[src/rtl/conv1d_pkg.sv]
// Shared types and constants for the Conv1D memory sequencer.
package conv1d_pkg;

    typedef enum logic [2:0] {
        ST_IDLE  = 3'd0,
        ST_CLEAR = 3'd1,
        ST_RUN   = 3'd2,
        ST_DRAIN = 3'd3,
        ST_DONE  = 3'd4
    } seq_state_t;

    // Bit positions inside every SRAM / L0 enable vector
    localparam int IDX_WEIGHT = 0;
    localparam int IDX_INPUT  = 1;
    localparam int IDX_OUTPUT = 2;

    // Issue -> Mac_Valid latency; also the depth DRAIN waits out
    localparam int PIPE_TAIL = 3;

endpackage

[src/rtl/conv1d_mem_sequencer_if.sv]
// Control/address bus from the sequencer (master) to the Conv1D memory module (slave).
interface conv1d_mem_sequencer_if #(
    parameter int Weight_Addr_Width = 2,
    parameter int Input_Addr_Width  = 4,
    parameter int Output_Addr_Width = 4,
    parameter int L0_Addr_Width     = 1,
    parameter int Nums_SRAM         = 3,
    parameter int Nums_L0           = 3
);
    logic [Nums_SRAM-1:0]         Mem_Clear;
    logic [Nums_SRAM-1:0]         Mem_CS;
    logic [Nums_SRAM-1:0]         Mem_En_W;
    logic [Nums_SRAM-1:0]         Mem_En_R;
    logic [Weight_Addr_Width-1:0] Mem_Weight_Addr_Read;
    logic [Input_Addr_Width-1:0]  Mem_Input_Addr_Read;
    logic [Output_Addr_Width-1:0] Mem_Output_Addr_Write;

    logic [Nums_L0-1:0]           L0_Clear;
    logic [Nums_L0-1:0]           L0_CS;
    logic [Nums_L0-1:0]           L0_En_W;
    logic [Nums_L0-1:0]           L0_En_R;
    logic [L0_Addr_Width-1:0]     L0_Weight_Addr_Write;
    logic [L0_Addr_Width-1:0]     L0_Weight_Addr_Read;
    logic [L0_Addr_Width-1:0]     L0_Input_Addr_Write;
    logic [L0_Addr_Width-1:0]     L0_Input_Addr_Read;

    modport master (
        output Mem_Clear, Mem_CS, Mem_En_W, Mem_En_R,
        output Mem_Weight_Addr_Read, Mem_Input_Addr_Read, Mem_Output_Addr_Write,
        output L0_Clear, L0_CS, L0_En_W, L0_En_R,
        output L0_Weight_Addr_Write, L0_Weight_Addr_Read,
        output L0_Input_Addr_Write, L0_Input_Addr_Read
    );

    modport slave (
        input Mem_Clear, Mem_CS, Mem_En_W, Mem_En_R,
        input Mem_Weight_Addr_Read, Mem_Input_Addr_Read, Mem_Output_Addr_Write,
        input L0_Clear, L0_CS, L0_En_W, L0_En_R,
        input L0_Weight_Addr_Write, L0_Weight_Addr_Read,
        input L0_Input_Addr_Write, L0_Input_Addr_Read
    );

endinterface

[src/rtl/conv1d_loop_counter.sv]
// Nested inner/outer loop counter: inner steps every cycle, outer steps when inner wraps.
module conv1d_loop_counter #(
    parameter int Inner_Nums  = 3,
    parameter int Outer_Nums  = 14,
    parameter int Inner_Width = 2,
    parameter int Outer_Width = 4
) (
    input  logic                   clk,
    input  logic                   rst_n,
    input  logic                   clr,
    input  logic                   step,
    output logic [Inner_Width-1:0] inner,
    output logic [Outer_Width-1:0] outer,
    output logic                   wrap,
    output logic                   last
);

    assign wrap = (inner == Inner_Width'(Inner_Nums - 1));
    assign last = wrap && (outer == Outer_Width'(Outer_Nums - 1));

    always_ff @(posedge clk or negedge rst_n) begin
        if (!rst_n) begin
            inner <= '0;
            outer <= '0;
        end else if (clr) begin
            inner <= '0;
            outer <= '0;
        end else if (step) begin
            if (wrap) begin
                inner <= '0;
                outer <= last ? '0 : outer + 1'b1;
            end else begin
                inner <= inner + 1'b1;
            end
        end
    end

endmodule

[src/rtl/conv1d_mem_sequencer.sv]
// Conv1D memory sequencer: issues SRAM reads, L0 ping-pong traffic and output writeback.
// Build option: SEQ_CLEAR_ON_START_EN adds a one-cycle CLEAR state before RUN.
//
//  state | meaning
//  IDLE  | waiting for Start
//  CLEAR | clear output SRAM and all L0 buffers (optional build)
//  RUN   | one weight/input issue per cycle, o outer, k inner
//  DRAIN | wait for pipeline tail and remaining writebacks
//  DONE  | one-cycle Done pulse
module conv1d_mem_sequencer
    import conv1d_pkg::*;
#(
    parameter int Weight_Nums       = 3,
    parameter int Input_Nums        = 16,
    parameter int Output_Nums       = Input_Nums - Weight_Nums + 1,
    parameter int Weight_Addr_Width = 2,
    parameter int Input_Addr_Width  = 4,
    parameter int Output_Addr_Width = 4,
    parameter int L0_Addr_Width     = 1,
    parameter int Nums_SRAM         = 3,
    parameter int Nums_L0           = 3
) (
    input  logic                clk,
    input  logic                Mem_Reset,
    input  logic                Start,
    input  logic                Acc_Valid,
    output logic                Busy,
    output logic                Done,
    output logic                Err,
    output logic                Mac_Valid,
    output logic                Mac_First,
    output logic                Mac_Last,
    conv1d_mem_sequencer_if.master mem
);

    localparam int WC_W = $clog2(Output_Nums + 1);

    seq_state_t state, state_nxt;

    logic [Weight_Addr_Width-1:0] k;
    logic [Output_Addr_Width-1:0] o;
    logic                         k_wrap;
    logic                         loop_last;

    logic start_ok, issue, acc_window, wb_fire, acc_over, tail_empty, clear_pulse;

    logic [PIPE_TAIL-1:0] pipe_v, pipe_first, pipe_last;
    logic                 p_bit, p_s1, p_s2;
    logic [WC_W-1:0]      wr_cnt;
    logic                 err_q;

    logic [Nums_SRAM-1:0] mem_clr, mem_cs, mem_en_w, mem_en_r;
    logic [Nums_L0-1:0]   l0_clr, l0_cs, l0_en_w, l0_en_r;

    assign start_ok   = (state == ST_IDLE) && Start;
    assign issue      = (state == ST_RUN);
    assign acc_window = (state == ST_RUN) || (state == ST_DRAIN);
    assign wb_fire    = Acc_Valid && acc_window && (wr_cnt != WC_W'(Output_Nums));
    assign acc_over   = Acc_Valid && acc_window && (wr_cnt == WC_W'(Output_Nums));
    assign tail_empty = ~|pipe_v;

`ifdef SEQ_CLEAR_ON_START_EN
    assign clear_pulse = (state == ST_CLEAR);
`else
    assign clear_pulse = 1'b0;
`endif

    conv1d_loop_counter #(
        .Inner_Nums  (Weight_Nums),
        .Outer_Nums  (Output_Nums),
        .Inner_Width (Weight_Addr_Width),
        .Outer_Width (Output_Addr_Width)
    ) u_loop (
        .clk   (clk),
        .rst_n (Mem_Reset),
        .clr   (start_ok),
        .step  (issue),
        .inner (k),
        .outer (o),
        .wrap  (k_wrap),
        .last  (loop_last)
    );

    always_ff @(posedge clk or negedge Mem_Reset) begin
        if (!Mem_Reset) state <= ST_IDLE;
        else            state <= state_nxt;
    end

    always_comb begin
        state_nxt = state;
        case (state)
            ST_IDLE: begin
                if (Start) begin
`ifdef SEQ_CLEAR_ON_START_EN
                    state_nxt = ST_CLEAR;
`else
                    state_nxt = ST_RUN;
`endif
                end
            end
            ST_CLEAR: state_nxt = ST_RUN;
            ST_RUN:   if (loop_last) state_nxt = ST_DRAIN;
            ST_DRAIN: if (tail_empty && (wr_cnt == WC_W'(Output_Nums))) state_nxt = ST_DONE;
            ST_DONE:  state_nxt = ST_IDLE;
            default:  state_nxt = ST_IDLE;
        endcase
    end

    // Stage 1 writes L0, stage 2 reads it, stage 3 presents data to the MAC
    always_ff @(posedge clk or negedge Mem_Reset) begin
        if (!Mem_Reset) begin
            pipe_v     <= '0;
            pipe_first <= '0;
            pipe_last  <= '0;
            p_bit      <= 1'b0;
            p_s1       <= 1'b0;
            p_s2       <= 1'b0;
        end else begin
            pipe_v     <= {pipe_v[PIPE_TAIL-2:0], issue};
            pipe_first <= {pipe_first[PIPE_TAIL-2:0], issue && (k == '0)};
            pipe_last  <= {pipe_last[PIPE_TAIL-2:0], issue && k_wrap};
            p_s1       <= p_bit;
            p_s2       <= p_s1;
            if (start_ok)   p_bit <= 1'b0;
            else if (issue) p_bit <= ~p_bit;
        end
    end

    always_ff @(posedge clk or negedge Mem_Reset) begin
        if (!Mem_Reset) begin
            wr_cnt <= '0;
            err_q  <= 1'b0;
        end else if (start_ok) begin
            wr_cnt <= '0;
            err_q  <= 1'b0;
        end else begin
            if (wb_fire)  wr_cnt <= wr_cnt + 1'b1;
            if (acc_over) err_q  <= 1'b1;
        end
    end

    always_comb begin
        mem_clr  = '0;
        mem_cs   = '0;
        mem_en_w = '0;
        mem_en_r = '0;
        l0_clr   = '0;
        l0_cs    = '0;
        l0_en_w  = '0;
        l0_en_r  = '0;
        if (issue) begin
            mem_cs[IDX_WEIGHT]   = 1'b1;
            mem_cs[IDX_INPUT]    = 1'b1;
            mem_en_r[IDX_WEIGHT] = 1'b1;
            mem_en_r[IDX_INPUT]  = 1'b1;
        end
        if (wb_fire) begin
            mem_cs[IDX_OUTPUT]   = 1'b1;
            mem_en_w[IDX_OUTPUT] = 1'b1;
        end
        if (pipe_v[0]) begin
            l0_cs[IDX_WEIGHT]   = 1'b1;
            l0_cs[IDX_INPUT]    = 1'b1;
            l0_en_w[IDX_WEIGHT] = 1'b1;
            l0_en_w[IDX_INPUT]  = 1'b1;
        end
        // The L0 read also needs its chip-select
        if (pipe_v[1]) begin
            l0_cs[IDX_WEIGHT]   = 1'b1;
            l0_cs[IDX_INPUT]    = 1'b1;
            l0_en_r[IDX_WEIGHT] = 1'b1;
            l0_en_r[IDX_INPUT]  = 1'b1;
        end
        if (clear_pulse) begin
            mem_clr[IDX_OUTPUT] = 1'b1;
            l0_clr              = '1;
        end
    end

    assign mem.Mem_Clear             = mem_clr;
    assign mem.Mem_CS                = mem_cs;
    assign mem.Mem_En_W              = mem_en_w;
    assign mem.Mem_En_R              = mem_en_r;
    assign mem.Mem_Weight_Addr_Read  = k;
    assign mem.Mem_Input_Addr_Read   = Input_Addr_Width'(o) + Input_Addr_Width'(k);
    assign mem.Mem_Output_Addr_Write = Output_Addr_Width'(wr_cnt);
    assign mem.L0_Clear              = l0_clr;
    assign mem.L0_CS                 = l0_cs;
    assign mem.L0_En_W               = l0_en_w;
    assign mem.L0_En_R               = l0_en_r;
    assign mem.L0_Weight_Addr_Write  = L0_Addr_Width'(p_s1);
    assign mem.L0_Input_Addr_Write   = L0_Addr_Width'(p_s1);
    assign mem.L0_Weight_Addr_Read   = L0_Addr_Width'(p_s2);
    assign mem.L0_Input_Addr_Read    = L0_Addr_Width'(p_s2);

    assign Busy      = (state == ST_CLEAR) || (state == ST_RUN) || (state == ST_DRAIN);
    assign Done      = (state == ST_DONE);
    assign Err       = err_q;
    assign Mac_Valid = pipe_v[PIPE_TAIL-1];
    assign Mac_First = pipe_first[PIPE_TAIL-1];
    assign Mac_Last  = pipe_last[PIPE_TAIL-1];

endmodule

[src/flat_wrapper.sv]
// flat-port wrapper written by rule: the top's interface ports become plain ports
module conv1d_mem_sequencer_flat import conv1d_pkg::*;
#(
    parameter int Weight_Nums       = 3,
    parameter int Input_Nums        = 16,
    parameter int Output_Nums       = Input_Nums - Weight_Nums + 1,
    parameter int Weight_Addr_Width = 2,
    parameter int Input_Addr_Width  = 4,
    parameter int Output_Addr_Width = 4,
    parameter int L0_Addr_Width     = 1,
    parameter int Nums_SRAM         = 3,
    parameter int Nums_L0           = 3
)
  (clk, Mem_Reset, Start, Acc_Valid, Busy, Done, Err, Mac_Valid, Mac_First, Mac_Last, mem_Mem_Clear, mem_Mem_CS, mem_Mem_En_W, mem_Mem_En_R, mem_Mem_Weight_Addr_Read, mem_Mem_Input_Addr_Read, mem_Mem_Output_Addr_Write, mem_L0_Clear, mem_L0_CS, mem_L0_En_W, mem_L0_En_R, mem_L0_Weight_Addr_Write, mem_L0_Weight_Addr_Read, mem_L0_Input_Addr_Write, mem_L0_Input_Addr_Read);
  conv1d_mem_sequencer_if #(.Weight_Addr_Width(Weight_Addr_Width), .Input_Addr_Width(Input_Addr_Width), .Output_Addr_Width(Output_Addr_Width), .L0_Addr_Width(L0_Addr_Width), .Nums_SRAM(Nums_SRAM), .Nums_L0(Nums_L0)) mem_i ();
  input  logic clk;
  input  logic Mem_Reset;
  input  logic Start;
  input  logic Acc_Valid;
  output logic Busy;
  output logic Done;
  output logic Err;
  output logic Mac_Valid;
  output logic Mac_First;
  output logic Mac_Last;
  output wire logic [$bits(mem_i.Mem_Clear)-1:0] mem_Mem_Clear;
  output wire logic [$bits(mem_i.Mem_CS)-1:0] mem_Mem_CS;
  output wire logic [$bits(mem_i.Mem_En_W)-1:0] mem_Mem_En_W;
  output wire logic [$bits(mem_i.Mem_En_R)-1:0] mem_Mem_En_R;
  output wire logic [$bits(mem_i.Mem_Weight_Addr_Read)-1:0] mem_Mem_Weight_Addr_Read;
  output wire logic [$bits(mem_i.Mem_Input_Addr_Read)-1:0] mem_Mem_Input_Addr_Read;
  output wire logic [$bits(mem_i.Mem_Output_Addr_Write)-1:0] mem_Mem_Output_Addr_Write;
  output wire logic [$bits(mem_i.L0_Clear)-1:0] mem_L0_Clear;
  output wire logic [$bits(mem_i.L0_CS)-1:0] mem_L0_CS;
  output wire logic [$bits(mem_i.L0_En_W)-1:0] mem_L0_En_W;
  output wire logic [$bits(mem_i.L0_En_R)-1:0] mem_L0_En_R;
  output wire logic [$bits(mem_i.L0_Weight_Addr_Write)-1:0] mem_L0_Weight_Addr_Write;
  output wire logic [$bits(mem_i.L0_Weight_Addr_Read)-1:0] mem_L0_Weight_Addr_Read;
  output wire logic [$bits(mem_i.L0_Input_Addr_Write)-1:0] mem_L0_Input_Addr_Write;
  output wire logic [$bits(mem_i.L0_Input_Addr_Read)-1:0] mem_L0_Input_Addr_Read;
  assign mem_Mem_Clear = mem_i.Mem_Clear;
  assign mem_Mem_CS = mem_i.Mem_CS;
  assign mem_Mem_En_W = mem_i.Mem_En_W;
  assign mem_Mem_En_R = mem_i.Mem_En_R;
  assign mem_Mem_Weight_Addr_Read = mem_i.Mem_Weight_Addr_Read;
  assign mem_Mem_Input_Addr_Read = mem_i.Mem_Input_Addr_Read;
  assign mem_Mem_Output_Addr_Write = mem_i.Mem_Output_Addr_Write;
  assign mem_L0_Clear = mem_i.L0_Clear;
  assign mem_L0_CS = mem_i.L0_CS;
  assign mem_L0_En_W = mem_i.L0_En_W;
  assign mem_L0_En_R = mem_i.L0_En_R;
  assign mem_L0_Weight_Addr_Write = mem_i.L0_Weight_Addr_Write;
  assign mem_L0_Weight_Addr_Read = mem_i.L0_Weight_Addr_Read;
  assign mem_L0_Input_Addr_Write = mem_i.L0_Input_Addr_Write;
  assign mem_L0_Input_Addr_Read = mem_i.L0_Input_Addr_Read;
  conv1d_mem_sequencer #(.Weight_Nums(Weight_Nums), .Input_Nums(Input_Nums), .Output_Nums(Output_Nums), .Weight_Addr_Width(Weight_Addr_Width), .Input_Addr_Width(Input_Addr_Width), .Output_Addr_Width(Output_Addr_Width), .L0_Addr_Width(L0_Addr_Width), .Nums_SRAM(Nums_SRAM), .Nums_L0(Nums_L0)) u_core (.clk(clk), .Mem_Reset(Mem_Reset), .Start(Start), .Acc_Valid(Acc_Valid), .Busy(Busy), .Done(Done), .Err(Err), .Mac_Valid(Mac_Valid), .Mac_First(Mac_First), .Mac_Last(Mac_Last), .mem(mem_i));
endmodule
[config.mk]
export PLATFORM = sky130hd
export DESIGN_NAME = conv1d_mem_sequencer_flat
export DESIGN_NICKNAME = d
export VERILOG_FILES = /design/src/rtl/conv1d_pkg.sv /design/src/rtl/conv1d_mem_sequencer_if.sv /design/src/rtl/conv1d_loop_counter.sv /design/src/rtl/conv1d_mem_sequencer.sv /design/src/flat_wrapper.sv
export SDC_FILE = /design/constraint.sdc
export NUM_CORES = 1
export LEC_CHECK = 0
export ABC_AREA = 0
export CORE_UTILIZATION = 45
export DETAILED_ROUTE_END_ITERATION = 12
export HOLD_SLACK_MARGIN = 0.12
export PLACE_DENSITY = 0.79
export SLEW_MARGIN = 5
export SYNTH_ARGS = -nofsm -noshare
export SYNTH_HDL_FRONTEND = slang
export SYNTH_SLANG_ARGS = --single-unit
export TNS_END_PERCENT = 30
[constraint.sdc]
create_clock -name clk -period 1.9 [get_ports clk]
set_clock_uncertainty 0.05 [all_clocks]
set_input_delay 0.475 -clock clk [delete_from_list [all_inputs] [get_ports clk]]
set_output_delay 0.475 -clock clk [all_outputs]
set_load 0.02 [all_outputs]
==> flow_summary.ini <==
[run_status]
status = finished with violations
violations = setup timing

[synthesis]
seq_area_frac_synth = 0.452
synth_area_um2 = 1440
post-synth-top-count-cell = dfrtp_1
synth_common_cells = dfrtp_1 (26), buf_4 (24)
synth-async-reset-ratio = 1.00
syn_inst = 131
synth_top_area_share = 0.452
avgSynthCellArea_um2 = 11.0
yosys.area.top_type = dfrtp_1
synth_edf_count = 0
synth_ff_type = dfrtp_1
ys_top_cells_by_area = dfrtp_1 (45%), buf_4 (13%), ha_1 (5.2%)
yosysUniqueCellTypes = 45
ys_ff_latch = 26
yosysWarnings = 0

[clocking]
tritoncts = built
clk_pin_slew_worst_paths_ps = 140
hold_buffers = 0
root_buffer = clkbuf_4
insertion_delay_ps = 330
cts_buffers = 3
clock_sinks = 26
htreeDepth = 1
clockBufferDepth = 2

[sta]
tns_ps = -620
rsz0062_at_grt = yes
finalCriticalPeriod_ps = 2110
finalSetupViolations = 5
fin_ws_ps = -205
slew_viol_final = 0
hold_viol_final = 0
fmax_ghz = 0.475
min_period_over_period = 1.11

[grt]
first_global_vias = 1098
antenna_found_initial = 0
grt_pass1_wl_um = 4890
grt_overflow_total = 0
grt_max_degree = 27
grt_usage = 0.190

[routing]
ant_nets = 0
vias = 1103
firstDrtPassIters = 4
wirelength_um = 2920
wl_per_cell_um = 13.1
viasPerCell = 4.95
first_iter_violations = 19
drc = 0

[final_layout]
syn_to_final_growth_pct = 37.3
fin_util = 0.647
nNetsFinal = 191
design_area_um2 = 1980
diodes = 0
drive_gt1_frac = 0.352

[power]
p_leak_nw = 0.907
seq_power_share = 0.295
p_int_mw = 1.79
pwr-share-comb = 0.577
switching_share = 0.397
ir_drop_mv = 0.906
power.net_switching_mw = 1.18
clockPowerShare = 0.128
power_density_nw_per_um2 = 1500

[worst_setup_path]
critPathKind = register to primary output
cp.arrival_ps = 1580
cp.required_ps = 1370
start_kind = register
crit_path_max_fanout = 2
endpoint_kind = primary output

[placement]
dpl_cell_area_um2 = 1850
gp_congestion = 0.769
io_buffer_count = 35
hpwl_um = 2200

[job]
maxCapViolCount = 0

[floorplanning]
row_count = 20
io_pins = 48
die_h_um = 58.5
dieArea_um2 = 3430
start_util = 0.471
die_w_um = 58.5
core_area_um2 = 3050

[hold_path]
hp-class = register to register
[critical path: stages (launching register included)]
cell and delay [ps]:
dfrtp_2 450, ha_4 170, fa_2 520, buf_6 110
[layer usage]
layer | routed length [um] | up-vias | global-route usage
li1 | - | 512 | -
met1 | 1130 | 541 | 0.210
met2 | 1550 | 44 | 0.351
met3 | 194 | 6 | 0.0571
met4 | 42 | 0 | 0.0544
met5 | 0 | - | 0
[area by class of cell]
type | count | area [um2]
inverters | 4 | 27.5
repair buffers | 61 | 544
clock inverters | 1 | 30.0
multi-input cells | 84 | 644
clock buffers | 3 | 22.5
fillers | 258 | 1080
flip-flops and latches | 26 | 652
well taps | 44 | 55.1
[final timing paths]
| kind | from | endpoint | slack, ps | cells after the start |
|---|---|---|---|---|
| max in group asynchronous | Mem_Reset | u_core.u_loop.inner[0] | 1080 | 2 |
| max reg2reg | u_core.u_loop.outer[1] | u_core.state[0] | 200 | 7 |
| min | u_core.pipe_last[1] | u_core.pipe_last[2] | 320 | 0 |
| min in group asynchronous | Mem_Reset | u_core.Err | 450 | 2 |
| min reg2reg | u_core.pipe_last[1] | u_core.pipe_last[2] | 320 | 0 |
| max | u_core.u_loop.inner[0] | mem_Mem_Input_Addr_Read[1] | -210 | 3 |
[layout by cell type (no fill, tap or decap), types with 3 or more instances in the layout]
master            n
buf_4            27
dfrtp_1          25
conb_1           12
clkdlybuf4s50_1   9
buf_6             9
a21oi_1           6
nand3_1           6
dlymetal6s2s_1    6
nor2_1            4
nand2_1           4
nor3_1            4
ha_1              4
dlygate4sd2_1     4
clkbuf_4          3
[power groups by stage]
stage	Sequential, mW	Clock [mW]	Combinational [mW]
4_1_cts	0.881	0.387	1.71
3_3_place_gp	0.872	0	1.61
2_1_floorplan	1.08	0	0.761
3_5_place_dp	0.891	0	1.67
6_report	0.877	0.380	1.71
5_1_grt	0.907	0.406	1.85
[metrics by stage]
step	total power, mW	std cells	hold slack, ps	worst slack, ps
finish	2.97	223	317	-205
global route	3.16	223	338	-277
CTS	2.98	222	318	-216
detailed placement	2.56	215	286	-444
global placement	2.48	215	282	-423
floorplan	1.84	142	129	-20.8
[cells by family (layout without fill, tap and decap cells)]
kind of cell | count (synthesis) | count (layout) | synth area share
compound gates | 19 | 19 | 0.101
simple gates | 41 | 41 | 0.179
buf+inv | 32 | 69 | 0.167
xor+xnor | 3 | 3 | 0.0183
fa+ha+maj | 7 | 7 | 0.0661
flops | 26 | 26 | 0.452
mux | 2 | 2 | 0.0139
other cells | 1 | 12 | 0.00261
[registers in the layout, indices dropped and copies added, names as in the netlist]
name / cells
u_core.mem.L0_Input_Addr_Write: 1
u_core.pipe_last: 3
u_core.Err: 1
u_core.u_loop.inner: 2
u_core.mem.L0_Input_Addr_Read: 1
u_core.mem.Mem_Output_Addr_Write: 4
u_core.state: 3
u_core.p_bit: 1
u_core.pipe_v: 3
u_core.u_loop.outer: 4
u_core.pipe_first: 3
[repair_timing]
action | CTS | global route
pin swaps | 3 | 2
gates resized for setup | 82 | 16
gates cloned | 0 | 0
setup endpoints to repair | 20 | 21
buffers inserted | 3 | 1
Note: power is estimated with default switching activity, not from simulation.
